--- src/rtl/clock_divider_bank.sv ---
// Multi-channel programmable clock/tick divider with double-buffered settings.
// Settings take effect only at period boundaries, on sync, or while disabled.
module clock_divider_bank #(
    parameter int channels     = 4,
    parameter int divider_bits = 16
) (
    input  logic                           clk,
    input  logic                           resetn,
    input  logic [channels-1:0]            enable,
    input  logic [channels*divider_bits-1:0] period,
    input  logic [channels*divider_bits-1:0] high_time,
    input  logic                           load,
    input  logic                           sync,
    output logic [channels-1:0]            clk_out,
    output logic [channels-1:0]            tick,
    output logic [channels-1:0]            pending
);

    localparam int W = divider_bits;

    for (genvar i = 0; i < channels; i++) begin : g_ch
        logic [W-1:0] p_in;
        logic [W-1:0] h_in;
        logic [W-1:0] cnt_q;
        logic [W-1:0] cnt_d;
        logic [W-1:0] pa_q;
        logic [W-1:0] pa_d;
        logic [W-1:0] ha_q;
        logic [W-1:0] ha_d;
        logic [W-1:0] ps_q;
        logic [W-1:0] hs_q;
        logic         run_q;
        logic         pend_q;
        logic         pend_d;
        logic         clk_q;
        logic         tick_q;
        logic         wrap;
        logic         restart;

        assign p_in    = period[i*W +: W];
        assign h_in    = high_time[i*W +: W];
        assign wrap    = run_q && (cnt_q == pa_q);
        assign restart = sync && enable[i];

        // A load coinciding with a wrap or sync bypasses the shadow so the
        // new period starts with the new values; while disabled the shadow
        // is applied one cycle after capture.
        always_comb begin
            pa_d   = pa_q;
            ha_d   = ha_q;
            pend_d = pend_q;
            if (wrap || restart) begin
                pa_d   = load ? p_in : ps_q;
                ha_d   = load ? h_in : hs_q;
                pend_d = 1'b0;
            end else if (load) begin
                pend_d = 1'b1;
            end else if (!run_q && pend_q) begin
                pa_d   = ps_q;
                ha_d   = hs_q;
                pend_d = 1'b0;
            end
            if (!enable[i] || !run_q || wrap || restart) begin
                cnt_d = '0;
            end else begin
                cnt_d = cnt_q + W'(1);
            end
        end

        always_ff @(posedge clk or negedge resetn) begin
            if (!resetn) begin
                cnt_q  <= '0;
                pa_q   <= '0;
                ha_q   <= '0;
                ps_q   <= '0;
                hs_q   <= '0;
                run_q  <= 1'b0;
                pend_q <= 1'b0;
                clk_q  <= 1'b0;
                tick_q <= 1'b0;
            end else begin
                cnt_q  <= cnt_d;
                pa_q   <= pa_d;
                ha_q   <= ha_d;
                pend_q <= pend_d;
                run_q  <= enable[i];
                if (load) begin
                    ps_q <= p_in;
                    hs_q <= h_in;
                end
                clk_q  <= enable[i] && (cnt_d < ha_d);
                tick_q <= enable[i] && (cnt_d == pa_d);
            end
        end

        assign clk_out[i] = clk_q;
        assign tick[i]    = tick_q;
        assign pending[i] = pend_q;
    end

endmodule
--- config.mk ---
export PLATFORM = sky130hd
export DESIGN_NAME = clock_divider_bank
export DESIGN_NICKNAME = d
export VERILOG_FILES = /design/src/rtl/clock_divider_bank.sv
export SDC_FILE = /design/constraint.sdc
export NUM_CORES = 1
export LEC_CHECK = 0
export CAP_MARGIN = 0
export CELL_PAD_IN_SITES_DETAIL_PLACEMENT = 0
export CELL_PAD_IN_SITES_GLOBAL_PLACEMENT = 1
export CORE_ASPECT_RATIO = 1.2
export CORE_MARGIN = 1.5
export CORE_UTILIZATION = 47
export DETAILED_ROUTE_END_ITERATION = 8
export PLACE_DENSITY_LB_ADDON = 0.05
export SYNTH_ARGS = -nofsm -noshare
export SYNTH_HDL_FRONTEND = slang
export SYNTH_SLANG_ARGS = --single-unit
--- constraint.sdc ---
create_clock -name clk -period 4.3 [get_ports clk]
set_input_delay 0.86 -clock clk [delete_from_list [all_inputs] [get_ports clk]]
set_output_delay 0.86 -clock clk [all_outputs]
set_load 0.02 [all_outputs]
# == After elaboration in Yosys (flattened, before gate mapping) ==
# Cells that the tools add are included.
# classes
add_sub_neg,4
magnitude_cmp,4
eq_ne,8
muxes,48
reduce_logical,48
# ops
operator,n
$mux W16,36
$eq A16 B16 Y1,8
$add A16 B1 Y16 const B,4
$lt A16 B16 Y1,4
$logic_and A1 B1 Y1,20
$logic_or A1 B1 Y1,16
$mux W1,12
$reduce_bool A3 Y1,4
$logic_not A1 Y1,8
# word_totals
reg_bits,336
inputBits,136
wordCells,148

# == Depth between registers and ports, before layout ==
# Gate-level depths: netlist (run 1).
# logic_depth
depth_word,7
depth_mapped,22
mapped_depth_nobuf,17

# == Worst setup path before layout (run 1) ==
# Ideal clock, no wire load.
# synth_path
path_kind,input -> register
startpoint,input port load
endpoint,register g_ch[0].clk_q
t_arrival_ns,4.469
setup_slack_ns,-0.233
path_stages,17
cell_sequence,buf_2 buf_2 buf_2 buf_1 clkbuf_1 buf_2 mux2_2 o21ai_0 ha_1 a21o_1 a21o_1 a21oi_1 nor2_1 nor4bb_1 o31ai_1 a2111oi_0 or3_1
# synth_between
elab_chain_cells,4
elab_cells_between_ends,5
cone_classes,1 x order compare; 3 x mux; 1 x reduce/logical
# synth_lines
element,line_no,source
from (decl),12,"input logic load,"
$mux W16 (on tied branches),-,
$mux W16 *,52,if (wrap || restart) begin
$lt A16 B16 Y1 *,91,clk_q <= enable[i] && (cnt_d < ha_d);
$logic_and A1 B1 Y1 *,91,
to (signal assigned),91,
to (decl),35,logic clk_q;
# Mark *: on every way between the ends. The rest lies on a longest branch, timed or not.
# A chain may end at the register's enable or synchronous reset.

# == Worst setup path in the final report (run 1) ==
# layout_path
startpoint,register g_ch[0].cnt_q[13]
endpoint,register g_ch[0].clk_q
# layout_between
elab_chain_cells,7
elab_cells_between_ends,10
cone_classes,1 x add/sub; 1 x order compare; 1 x eq/ne; 2 x mux; 5 x reduce/logical
# layout_lines
element,line_no,source
from (decl),24,logic [W-1:0] cnt_q;
from (signal assigned),82,cnt_q <= cnt_d;
branches (longest 5 deep; another with $add A16 B1 Y16),-,
$lt A16 B16 Y1 *,91,
$logic_and A1 B1 Y1 *,91,
# Mark *: on every way between the ends.

==> impl_metrics.yaml, run 1 <==
status:
  status: "finished clean"
clocking:
  cts_sinks: 336
  root_buffer: "clkbuf_16"
  cts.clk_slew.worst_paths_ns: 0.06
  hold_buffers: 0
  ctsResizeCount: 0
  cts_setup_buffers: 0
  worstSkewPairLatency_ns: 0.52
  cts_tree: "built"
  cts_buffer_depth: 3
  h-tree-depth: 2
  cts_buffers: 37
sta:
  finalSetupTns_ns: 0
  tightestPinTransition_ns: 0.741
  fmax_mhz: 272
  slew_headroom_pct: 50.6
  rsz0062_at_grt: "no"
  finalCritPeriodShare_pct: 85.6
  period_needed_ns: 3.68
  final_hold_viol_count: 0
  setup_viol: 0
  drv_slew: 0
  skew_ns: 0.0104
synthesis:
  yosys_warnings: 0
  synth_top_area_cell: "dfrtp_1"
  synth.avg_cell_area_um2: 10.9
  synth_seq_cells: 336
  syn_area_um2: 17300
  synth_fp_nets: 1785
  synth_enable_flop_cells: 0
  synth.distinct_cells: 55
  seq_area_frac_synth_pct: 48.6
  synthTopCellsByArea: "dfrtp_1, mux2_2, xnor2_1, ha_1, mux2i_1"
  netlist_instances: 1585
  async_flop_share_pct: 100
  synth_top_area_share_pct: 48.6
  synth_top_flop_cell: "dfrtp_1"
drt:
  viasPerCell: 5.24
  firstDrtPassIters: 5
  ant_nets: 0
  wire_per_inst_um: 18.0
  drcViolationCount: 0
  dr_total_vias: 11636
  wl_mm: 40.1
  drtIter0Drc: 541
worst_setup_path:
  end_kind: "flip-flop"
  r2r_end: "g_ch[0].clk_q"
  r2r_slack_ns: 0.62
  cp.arrival_ns: 4.14
  critical_path_class: "flip-flop to flip-flop"
  cp-start-kind: "flip-flop"
  ff2ff_path_depth: 14
  cp.required_ns: 4.76
  timing.rr.start: "g_ch[0].cnt_q[13]"
  critPathMaxFanout: 8
finish:
  layout-drive-gt1-share_pct: 15.9
  instances_no_fill: 2221
  area_delta_synth_final_pct: 18.6
  fill_cells: 3193
  stdcell_area_um2: 20500
  layout.nets: 1930
  n_antenna_cell: 0
power:
  finalPower_w: 0.00811
  powerDensity_nw_per_um2: 395
  leakage_nw: 8.89
  vdd_drop_max_v: 0.000269
grt:
  antenna_found_initial: 2
  grt_max_degree: 88
  grt_pass1_vias: 12012
  overflow: 0
  grt_pass1_wl_mm: 65.1
  track_usage_pct: 22.0
floorplanning:
  fp.dieH_um: 213
  dieArea_um2: 38000
  die_w_um: 178
  placementRows: 76
  fp.coreArea_um2: 36100
  io_pins: 148
  initial_core_util_pct: 47.9
worst_hold_path:
  hp-class: "input pin to asynchronous set/reset pin"
place:
  portBuffers: 147
  dpl_cell_area_um2: 19400
  dpl.cell_count: 2159
  routabilityCongestion: 0.857
  hpwl_mm: 29.3
run:
  cap_viol_max_count: 0
## layer usage
| metal | global-route usage [%] | vias up | wire length, um |
|---|---|---|---|
| met4 | 5.66 | 4 | 834 |
| li1 | - | 5768 | - |
| met5 | 0 | - | 22 |
| met2 | 37.4 | 159 | 19800 |
| met3 | 3.42 | 60 | 1420 |
| met1 | 29.2 | 5645 | 18000 |
## sequential cells by signal, summed over array words and instances, names as in the netlist
name	count
g_ch.tick_q	4
g_ch.hs_q	64
g_ch.run_q	4
g_ch.cnt_q	64
g_ch.pend_q	4
g_ch.ha_q	64
g_ch.ps_q	64
g_ch.clk_q	4
g_ch.pa_q	64
## worst max-delay path by stage
stage / endpoint / cells past startpoint / slack [ns] / from
2_1_floorplan: g_ch[0].clk_q / 17 / 0.01 / load
3_3_place_gp: g_ch[0].clk_q / 13 / 0.37 / enable[0]
3_5_place_dp: g_ch[0].clk_q / 13 / 0.25 / enable[0]
4_1_cts: g_ch[0].clk_q / 14 / 0.59 / g_ch[0].cnt_q[2]
5_1_grt: g_ch[0].clk_q / 14 / 0.29 / g_ch[0].cnt_q[2]
6_report: g_ch[0].clk_q / 14 / 0.62 / g_ch[0].cnt_q[13]
## per-stage QoR
step / hold slack (ns) / setup WS [ns] / util (%)
after CTS: 0.377 / 0.593 / 56.8
after detailed placement: 0.506 / 0.251 / 53.7
after global routing: 0.375 / 0.290 / 56.8
final: 0.318 / 0.618 / 56.8
after global placement: 0.493 / 0.370 / 53.7
after floorplan: 0.470 / 0.0114 / -
## kinds of logic (layout without fill, tap and decap cells)
group,Yosys count,count (layout),share of synthesized area (%)
AO/OA/AOI/OAI,173,173,6.05
XOR/XNOR,181,181,9.16
AND/OR/NAND/NOR,420,420,11.5
buffers and inverters,155,323,3.94
flip-flops,336,336,48.6
multiplexers,256,256,16.1
adder cells (fa/ha/maj),64,64,4.63
## synth_stat cells (all sizes together) (2+ instances only)
cell     number
nand2       123
nor2        123
nor4         10
a22oi         4
o21a          3
or2           3
a221oi        2
and4          9
nor4bb        2
o21ai        73
o2111a        3
and2          4
dfrtp       336
xnor2        99
mux2        175
a21o         18
buf          51
inv          77
and3         22
nor2b        12
nand2b        6
mux2i        81
a2111oi       3
nand4        31
nand3        49
nand3b        3
or3           3
xor2         82
nor3         12
clkbuf       27
a21oi        45
nor3b         5
ha           64
o31ai         2
a31oi        14
## worst max-delay path, cell delays in order (launching register included)
cell       delay (ns)
dfrtp_1          0.43
xor2_1           0.18
nor4_1           0.39
and3_1           0.25
a22oi_2          0.09
buf_4            0.19
o21ai_0          0.33
ha_1             0.33
a21o_1           0.18
a21oi_1          0.14
nor2_1           0.05
nor4bb_1         0.40
o31ai_1          0.19
a2111oi_0        0.30
or3_1            0.17
## cell usage in the layout, fill, tap and decap left out, types with 9 or more instances in the layout
cell type / Yosys / layout
a31oi_1: 14 / 14
mux2i_1: 80 / 80
nor4_1: 10 / 10
dfrtp_1: 336 / 336
a21oi_1: 45 / 45
nor3_1: 12 / 12
o21ai_0: 70 / 70
clkbuf_16: 0 / 37
buf_4: 12 / 27
nand3_1: 49 / 49
xor2_1: 82 / 82
a21o_1: 18 / 18
nand4_1: 31 / 31
clkbuf_1: 27 / 9
nand2_1: 123 / 123
and4_1: 9 / 9
xnor2_1: 99 / 99
and3_1: 22 / 22
ha_1: 64 / 64
nor2b_1: 12 / 12
nor2_1: 123 / 123
buf_12: 0 / 10
clkdlybuf4s50_1: 0 / 145
mux2_2: 171 / 171
inv_1: 77 / 77
## power breakdown
| group | switching, W | leakage [nW] | internal [W] | total (W) |
|---|---|---|---|---|
| sequential | 0.000195 | 4.03 | 0.00352 | 0.00371 |
| clock | 0.00127 | 0.549 | 0.00170 | 0.00297 |
| combinational | 0.000711 | 4.31 | 0.000710 | 0.00142 |
| total | 0.00217 | 8.89 | 0.00593 | 0.00811 |
## cell type report
class / instances / area, um2 / area share (%)
sequential: 336 / 8410 / 41.0
multi-input combinational: 1094 / 8250 / 40.2
timing repair buffer: 184 / 1880 / 9.16
clock buffer: 53 / 1060 / 5.15
tap: 468 / 586 / 2.85
inverter: 77 / 289 / 1.41
clock inverter: 9 / 51.3 / 0.250
(Power assumes the default switching activity.)
==> run 2: changes to the inputs <==
--- a/config.mk
+++ b/config.mk
@@ -5,13 +5,14 @@
 export SDC_FILE = /design/constraint.sdc
 export NUM_CORES = 1
 export LEC_CHECK = 0
-export CAP_MARGIN = 0
+export CAP_MARGIN = 20
 export CELL_PAD_IN_SITES_DETAIL_PLACEMENT = 0
 export CELL_PAD_IN_SITES_GLOBAL_PLACEMENT = 1
 export CORE_ASPECT_RATIO = 1.2
 export CORE_MARGIN = 1.5
 export CORE_UTILIZATION = 47
 export DETAILED_ROUTE_END_ITERATION = 8
+export GPL_ROUTABILITY_DRIVEN = 0
 export PLACE_DENSITY_LB_ADDON = 0.05
 export SYNTH_ARGS = -nofsm -noshare
 export SYNTH_HDL_FRONTEND = slang
==> results of run 2 <==
The final DEF is identical to that of run 1; final timing and power are the same.
==> run 3: changes to the inputs <==
--- a/config.mk
+++ b/config.mk
@@ -13,6 +13,7 @@
 export CORE_UTILIZATION = 47
 export DETAILED_ROUTE_END_ITERATION = 8
 export GPL_ROUTABILITY_DRIVEN = 0
+export HOLD_SLACK_MARGIN = 0.03
 export PLACE_DENSITY_LB_ADDON = 0.05
 export SYNTH_ARGS = -nofsm -noshare
 export SYNTH_HDL_FRONTEND = slang
==> results of run 3 <==
The final DEF is identical to that of run 1; final timing and power are the same.
==> variant 1 (config.mk and constraints of run 1) <==
`channels`: 4 -> 8.
--- a/src/rtl/clock_divider_bank.sv
+++ b/src/rtl/clock_divider_bank.sv
@@ -1,7 +1,7 @@
 // Multi-channel programmable clock/tick divider with double-buffered settings.
 // Settings take effect only at period boundaries, on sync, or while disabled.
 module clock_divider_bank #(
-    parameter int channels     = 4,
+    parameter int channels     = 8,
     parameter int divider_bits = 16
 ) (
     input  logic                           clk,
Ports: changed (6 resized); port bits go from 148 to 292. No check against the original RTL was run, so the function may have changed too.
==> variant 1 against run 1 <==
Routed wire length is 130% higher; combinational power is 120% higher; synthesized area is 100% higher; cell area is 100% higher; cell count is 100% higher; synthesized cell count is 99% higher; worst setup slack worse by 65 ps; power is 110% higher; clock skew is 11 ps higher; sequential cell count is 336 higher; core utilization hardly changed; die area is 100% higher; critical endpoint is now g_ch[4].clk_q; largest power group unchanged.
==> variant 1: results (changes against run 1) <==
- Status: finished clean
- Largest cells by area after synthesis: dfrtp_1 48%, mux2_2 11%, mux2i_1 8.4%, xor2_1 4.9%, ha_1 4.5%
- Worst vdd ir: 0.304 mV (+13%)
- Synth Area in Adders: 4.53% (-0.093 points)
- Crit-path max cell delay: 490 ps (+60 ps)
- Vias in the first global route: 25,500 (+110%)
- Sequential fraction of the synthesis area: 47.6% (-0.98 points)
- DRT Pass-1 Iters: 5 (unchanged)
- Synth Area in XOR/XNOR: 8.42% (-0.74 points)
- IO Port Bufs: 291 (+98%)
- Drt total wl: 90.4 mm (+130%)
- Reg2Reg Depth: 15 (+1)
- Clock latency on the worst-skew pair: 610 ps (+90 ps)
- Initial antenna violation count: 16 (+14)
- Critical-path top delay cell: dfrtp_1
- Final net count: 3,860 (+100%)
- Yosys warns: 0 (unchanged)
- M1 WL: 38.8 mm (+120%)
- Share of layout cells above drive strength 1: 16.8% (+0.91 points)
- Hpwl dp: 68.9 mm (+140%)
- Fillers: 6,378 (+100%)
- Met1 Resource Use GR: 30.4% (+1.2 points)
- Yosys cell types: 73 (+33%)
- Max transition margin: 34.5% (-16 points)
- H-tree depth: 3 (+1)
- Compound-Gate Fraction of Synth Area: 5.41% (-0.64 points)
- WL met3: 3.87 mm (+170%)
- Clock Skew: 21.4 ps (+11.0 ps)
- Post-synthesis mux area share: 20.0% (+3.9 points)
- Overall Global Routing Usage: 24.0% (+2.0 points)
- Worst r2r dst: g_ch[4].clk_q
- Mapped Nets: 3,558 (+99%)
- Met3 Track Usage GR: 4.45% (+1.0 points)
- First-iteration detailed-routing DRC count: 1,183 (+120%)
- Vias per inst: 5.29 (+0.91%)
- Commonest cells post-synth: 672 x dfrtp_1, 360 x mux2_2, 297 x mux2i_1
- Resized cells post-CTS: 0 (unchanged)
- CP top delay family: compound AO/OA/AOI/OAI gates
- R2R Setup Slk: 550 ps (-60 ps)
- First-pass GRT wire length: 144 mm (+120%)
- Total CTS buffers: 74 (+100%)
- Max cap viols: 0 (unchanged)
- WL met2: 45.6 mm (+130%)
- Met2 Usage GRT: 42.2% (+4.8 points)
- Leakage power: 18.7 nW (+110%)
- Largest net degree at the start of global routing: 103 (+17%)
- Reg2reg start: g_ch[4].cnt_q[8]
- Async S/R FF share, synth: 100% (unchanged)
- Gp weighted congestion: 0.899 (+4.9%)
==> variant 1: layout make-up <==
type / count / area share (%)
timing repair buffer: 378 / 8.91
multi-input combinational: 2094 / 40.2
clock inverter: 21 / 0.444
sequential: 672 / 40.0
inverter: 244 / 2.18
antenna: 1 / 0.00595
tap: 999 / 2.97
clock buffer: 110 / 5.29
==> variant 1: cell families (layout without fill, tap and decap cells) <==
group / after synthesis / after routing
DFF: 672 / 672
muxes: 661 / 661
and+or+nand+nor: 661 / 661
buffers and inverters: 396 / 753
xor gates and xnor gates: 338 / 338
AOI/OAI and AO/OA: 306 / 306
adders and majority gates: 128 / 128
other: 0 / 1
==> variant 1: per-stage QoR <==
step	hold WS, ps	cells	utilization [%]	setup WS (ps)	area [um2]
2_1_floorplan	464	3162	-	30.7	35400
3_3_place_gp	483	4387	53.5	377	39600
3_5_place_dp	488	4387	53.5	318	39600
4_1_cts	358	4518	56.8	498	42000
5_1_grt	338	4518	56.8	170	42000
6_report	267	4519	56.8	553	42000
==> variant 1: worst max-delay path by stage <==
stage,startpoint,to,slack [ps],cells after the start
after floorplan,load,g_ch[4].clk_q,30,19
after global placement,sync,g_ch[5].tick_q,380,9
after detailed placement,sync,g_ch[5].clk_q,320,15
after CTS,g_ch[4].cnt_q[8],g_ch[4].clk_q,500,15
after global routing,g_ch[4].cnt_q[8],g_ch[4].clk_q,170,15
final,g_ch[4].cnt_q[8],g_ch[4].clk_q,550,15
==> variant 1: power by group <==
part | internal, W | switching [W] | leakage [nW] | total (W)
Clock | 0.00375 | 0.00259 | 1.20 | 0.00634
Sequential | 0.00707 | 0.000425 | 8.11 | 0.00750
Combinational | 0.00154 | 0.00155 | 9.41 | 0.00310
Total | 0.0124 | 0.00457 | 18.7 | 0.0169
==> variant 2 (settings of run 1) <==
Made on the original files. Add an input register stage for `enable`, `period`, `high_time`, `load` and `sync`, cleared by the reset; this delays them by one clock.
--- a/src/rtl/clock_divider_bank.sv
+++ b/src/rtl/clock_divider_bank.sv
@@ -18,6 +18,28 @@
 
     localparam int W = divider_bits;
 
+    logic [channels-1:0] enable_q;
+    logic [channels*divider_bits-1:0] period_q;
+    logic [channels*divider_bits-1:0] high_time_q;
+    logic load_q;
+    logic sync_q;
+
+    always_ff @(posedge clk or negedge resetn) begin
+        if (!resetn) begin
+            enable_q    <= '0;
+            period_q    <= '0;
+            high_time_q <= '0;
+            load_q      <= '0;
+            sync_q      <= '0;
+        end else begin
+            enable_q    <= enable;
+            period_q    <= period;
+            high_time_q <= high_time;
+            load_q      <= load;
+            sync_q      <= sync;
+        end
+    end
+
     for (genvar i = 0; i < channels; i++) begin : g_ch
         logic [W-1:0] p_in;
         logic [W-1:0] h_in;
@@ -37,10 +59,10 @@
         logic         wrap;
         logic         restart;
 
-        assign p_in    = period[i*W +: W];
-        assign h_in    = high_time[i*W +: W];
+        assign p_in    = period_q[i*W +: W];
+        assign h_in    = high_time_q[i*W +: W];
         assign wrap    = run_q && (cnt_q == pa_q);
-        assign restart = sync && enable[i];
+        assign restart = sync_q && enable_q[i];
 
         // A load coinciding with a wrap or sync bypasses the shadow so the
         // new period starts with the new values; while disabled the shadow
@@ -50,17 +72,17 @@
             ha_d   = ha_q;
             pend_d = pend_q;
             if (wrap || restart) begin
-                pa_d   = load ? p_in : ps_q;
-                ha_d   = load ? h_in : hs_q;
+                pa_d   = load_q ? p_in : ps_q;
+                ha_d   = load_q ? h_in : hs_q;
                 pend_d = 1'b0;
-            end else if (load) begin
+            end else if (load_q) begin
                 pend_d = 1'b1;
             end else if (!run_q && pend_q) begin
                 pa_d   = ps_q;
                 ha_d   = hs_q;
                 pend_d = 1'b0;
             end
-            if (!enable[i] || !run_q || wrap || restart) begin
+            if (!enable_q[i] || !run_q || wrap || restart) begin
                 cnt_d = '0;
             end else begin
                 cnt_d = cnt_q + W'(1);
@@ -83,13 +105,13 @@
                 pa_q   <= pa_d;
                 ha_q   <= ha_d;
                 pend_q <= pend_d;
-                run_q  <= enable[i];
-                if (load) begin
+                run_q  <= enable_q[i];
+                if (load_q) begin
                     ps_q <= p_in;
                     hs_q <= h_in;
                 end
-                clk_q  <= enable[i] && (cnt_d < ha_d);
-                tick_q <= enable[i] && (cnt_d == pa_d);
+                clk_q  <= enable_q[i] && (cnt_d < ha_d);
+                tick_q <= enable_q[i] && (cnt_d == pa_d);
             end
         end
 
Behaviour: not the same (a bounded check fails within 4 cycles, from zero or initial values and one cycle with resetn low).
==> variant 2 against run 1 <==
Maximum frequency is 5.2% higher; worst setup slack gained 180 ps; routed wire length rose by 13%; hold slack got worse by 8.5 ps; cell area up 20%; largest cell class unchanged; sequential power up 37%; combinational power up 5%; via count increased by 9.2%; global-route usage shrank 1.3 points; synthesized area rose by 21%; sequential cell count grew 134; critical path depth is 1 higher; largest power group unchanged; count of clock-buffer cells in the layout up 19; power is 32% higher.
==> variant 2: results (changes against run 1) <==
- WL met3: 1.57 mm (+10%)
- Post-CTS setup buffer count: 0 (unchanged)
- Placed cells: 2,367 (+9.6%)
- Gp weighted congestion: 0.883 (+3.0%)
- Status: finished clean
- Drt total wl: 45.2 mm (+13%)
- IO Port Bufs: 147 (unchanged)
- Vias in the first global route: 13,600 (+13%)
- Worst vdd ir: 0.289 mV (+7.5%)
- Max transition margin: 36.9% (-14 points)
- Leakage power: 10.8 nW (+21%)
- Largest net degree at the start of global routing: 103 (+17%)
- Mapped Nets: 1,906 (+6.8%)
- Synth Area in Adders: 3.83% (-0.80 points)
- Clock Skew: 16.2 ps (+5.72 ps)
- Vias per inst: 5.19 (-0.91%)
- Overall Global Routing Usage: 20.7% (-1.3 points)
- DR top layer: met5
- CP top delay family: compound AO/OA/AOI/OAI gates
- Number of buffers on the longest clock path: 3 (unchanged)
- Largest cells by area after synthesis: dfrtp_1 56%, mux2_2 9.6%, mux2i_1 5.4%, xor2_1 4.2%, ha_1 3.8%
- Final hold vios: 0 (unchanged)
- Post-synthesis mux area share: 15.3% (-0.83 points)
- Post-Synthesis Cell Area: 20,900 um2 (+21%)
- Worst r2r dst: g_ch[3].clk_q
- Clock root cell: clkbuf_16
- Hold_ws: 310 ps (-8.50 ps)
- Commonest cells post-synth: 470 x dfrtp_1, 179 x mux2_2, 112 x mux2i_1
- Critical Path Fanout Max: 17 (+9)
- M1 WL: 20.4 mm (+13%)
- Reg2Reg Depth: 15 (+1)
- Avg WL per Cell: 18.5 um (+2.4%)
- Worst Path Arrival: 3980 ps (-160 ps)
- Resized cells post-CTS: 0 (unchanged)
- Fillers: 3,702 (+16%)
- R2R Setup Slk: 800 ps (+180 ps)
- H-tree depth: 2 (unchanged)
- Crit-path max cell delay: 510 ps (+80 ps)
- Gate count of the mapped netlist: 1,706 (+7.6%)
- Hpwl dp: 32.4 mm (+10%)
- Synth Area in XOR/XNOR: 7.20% (-2.0 points)
- DRT Pass-1 Iters: 4 (-1)
- Worst hold-check path type: in -> async
- First-pass GRT wire length: 73.7 mm (+13%)
- First-iteration detailed-routing DRC count: 527 (-2.6%)
- Reg2reg start: g_ch[3].cnt_q[0]
- Total CTS buffers: 48 (+30%)
- Yosys warns: 0 (unchanged)
- Final net count: 2,058 (+6.6%)
- Async S/R FF share, synth: 100% (unchanged)
- WL met2: 22.1 mm (+12%)
- Placed Area: 23,000 um2 (+19%)
- Setup TNS: 0 ps (unchanged)
- Compound-Gate Fraction of Synth Area: 5.75% (-0.30 points)
- Clock latency on the worst-skew pair: 570 ps (+50 ps)
- Sequential fraction of the synthesis area: 56.2% (+7.7 points)
- Share of layout cells above drive strength 1: 16.1% (+0.23 points)
- # diodes: 0 (unchanged)
- Initial antenna violation count: 1 (-1)
- Yosys cell types: 57 (+3.6%)
variant 2: cell count changes in the layout (fill, tap and decap cells not counted), sizes merged, moves of 8 or more:
cell    before  now
mux2       175  183
nor2       123  100
clkbuf      53   72
xor2        82  101
xnor2       99   71
mux2i       81  112
and3        22   13
nand2      123  109
nand3       49   35
o21a         3   23
dfrtp      336  470
a31oi       14    0
variant 2: worst max path at each step:
stage | start | endpoint | slack, ps | cells after the start
after floorplan | load_q | g_ch[3].clk_q | 490 | 17
after global placement | load_q | g_ch[0].clk_q | 790 | 13
after detailed placement | g_ch[3].cnt_q[8] | g_ch[3].clk_q | 800 | 15
after CTS | g_ch[3].cnt_q[8] | g_ch[3].clk_q | 770 | 15
after global routing | g_ch[1].cnt_q[10] | g_ch[1].clk_q | 380 | 15
final | g_ch[3].cnt_q[0] | g_ch[3].clk_q | 800 | 15
variant 2: report_power, final:
group	switching, W	internal [W]	total [W]
Combinational	0.000746	0.000739	0.00149
Sequential	0.000233	0.00485	0.00508
Clock	0.00167	0.00249	0.00416
Total	0.00265	0.00807	0.0107
variant 2: layer usage:
| metal | global-route usage (%) | up-vias |
|---|---|---|
| met5 | 0 | - |
| met4 | 6.98 | 2 |
| met3 | 3.29 | 72 |
| met2 | 35.2 | 192 |
| met1 | 27.0 | 6262 |
| li1 | - | 6181 |
variant 2: final cells by class:
class / instances / area, um2 / share of cell area, %
tap: 559 / 699 / 2.84
inverter: 83 / 312 / 1.27
sequential: 470 / 11800 / 47.8
multi-input combinational: 1075 / 8450 / 34.3
timing repair buffer: 180 / 1800 / 7.32
clock buffer: 72 / 1450 / 5.91
clock inverter: 9 / 120 / 0.488
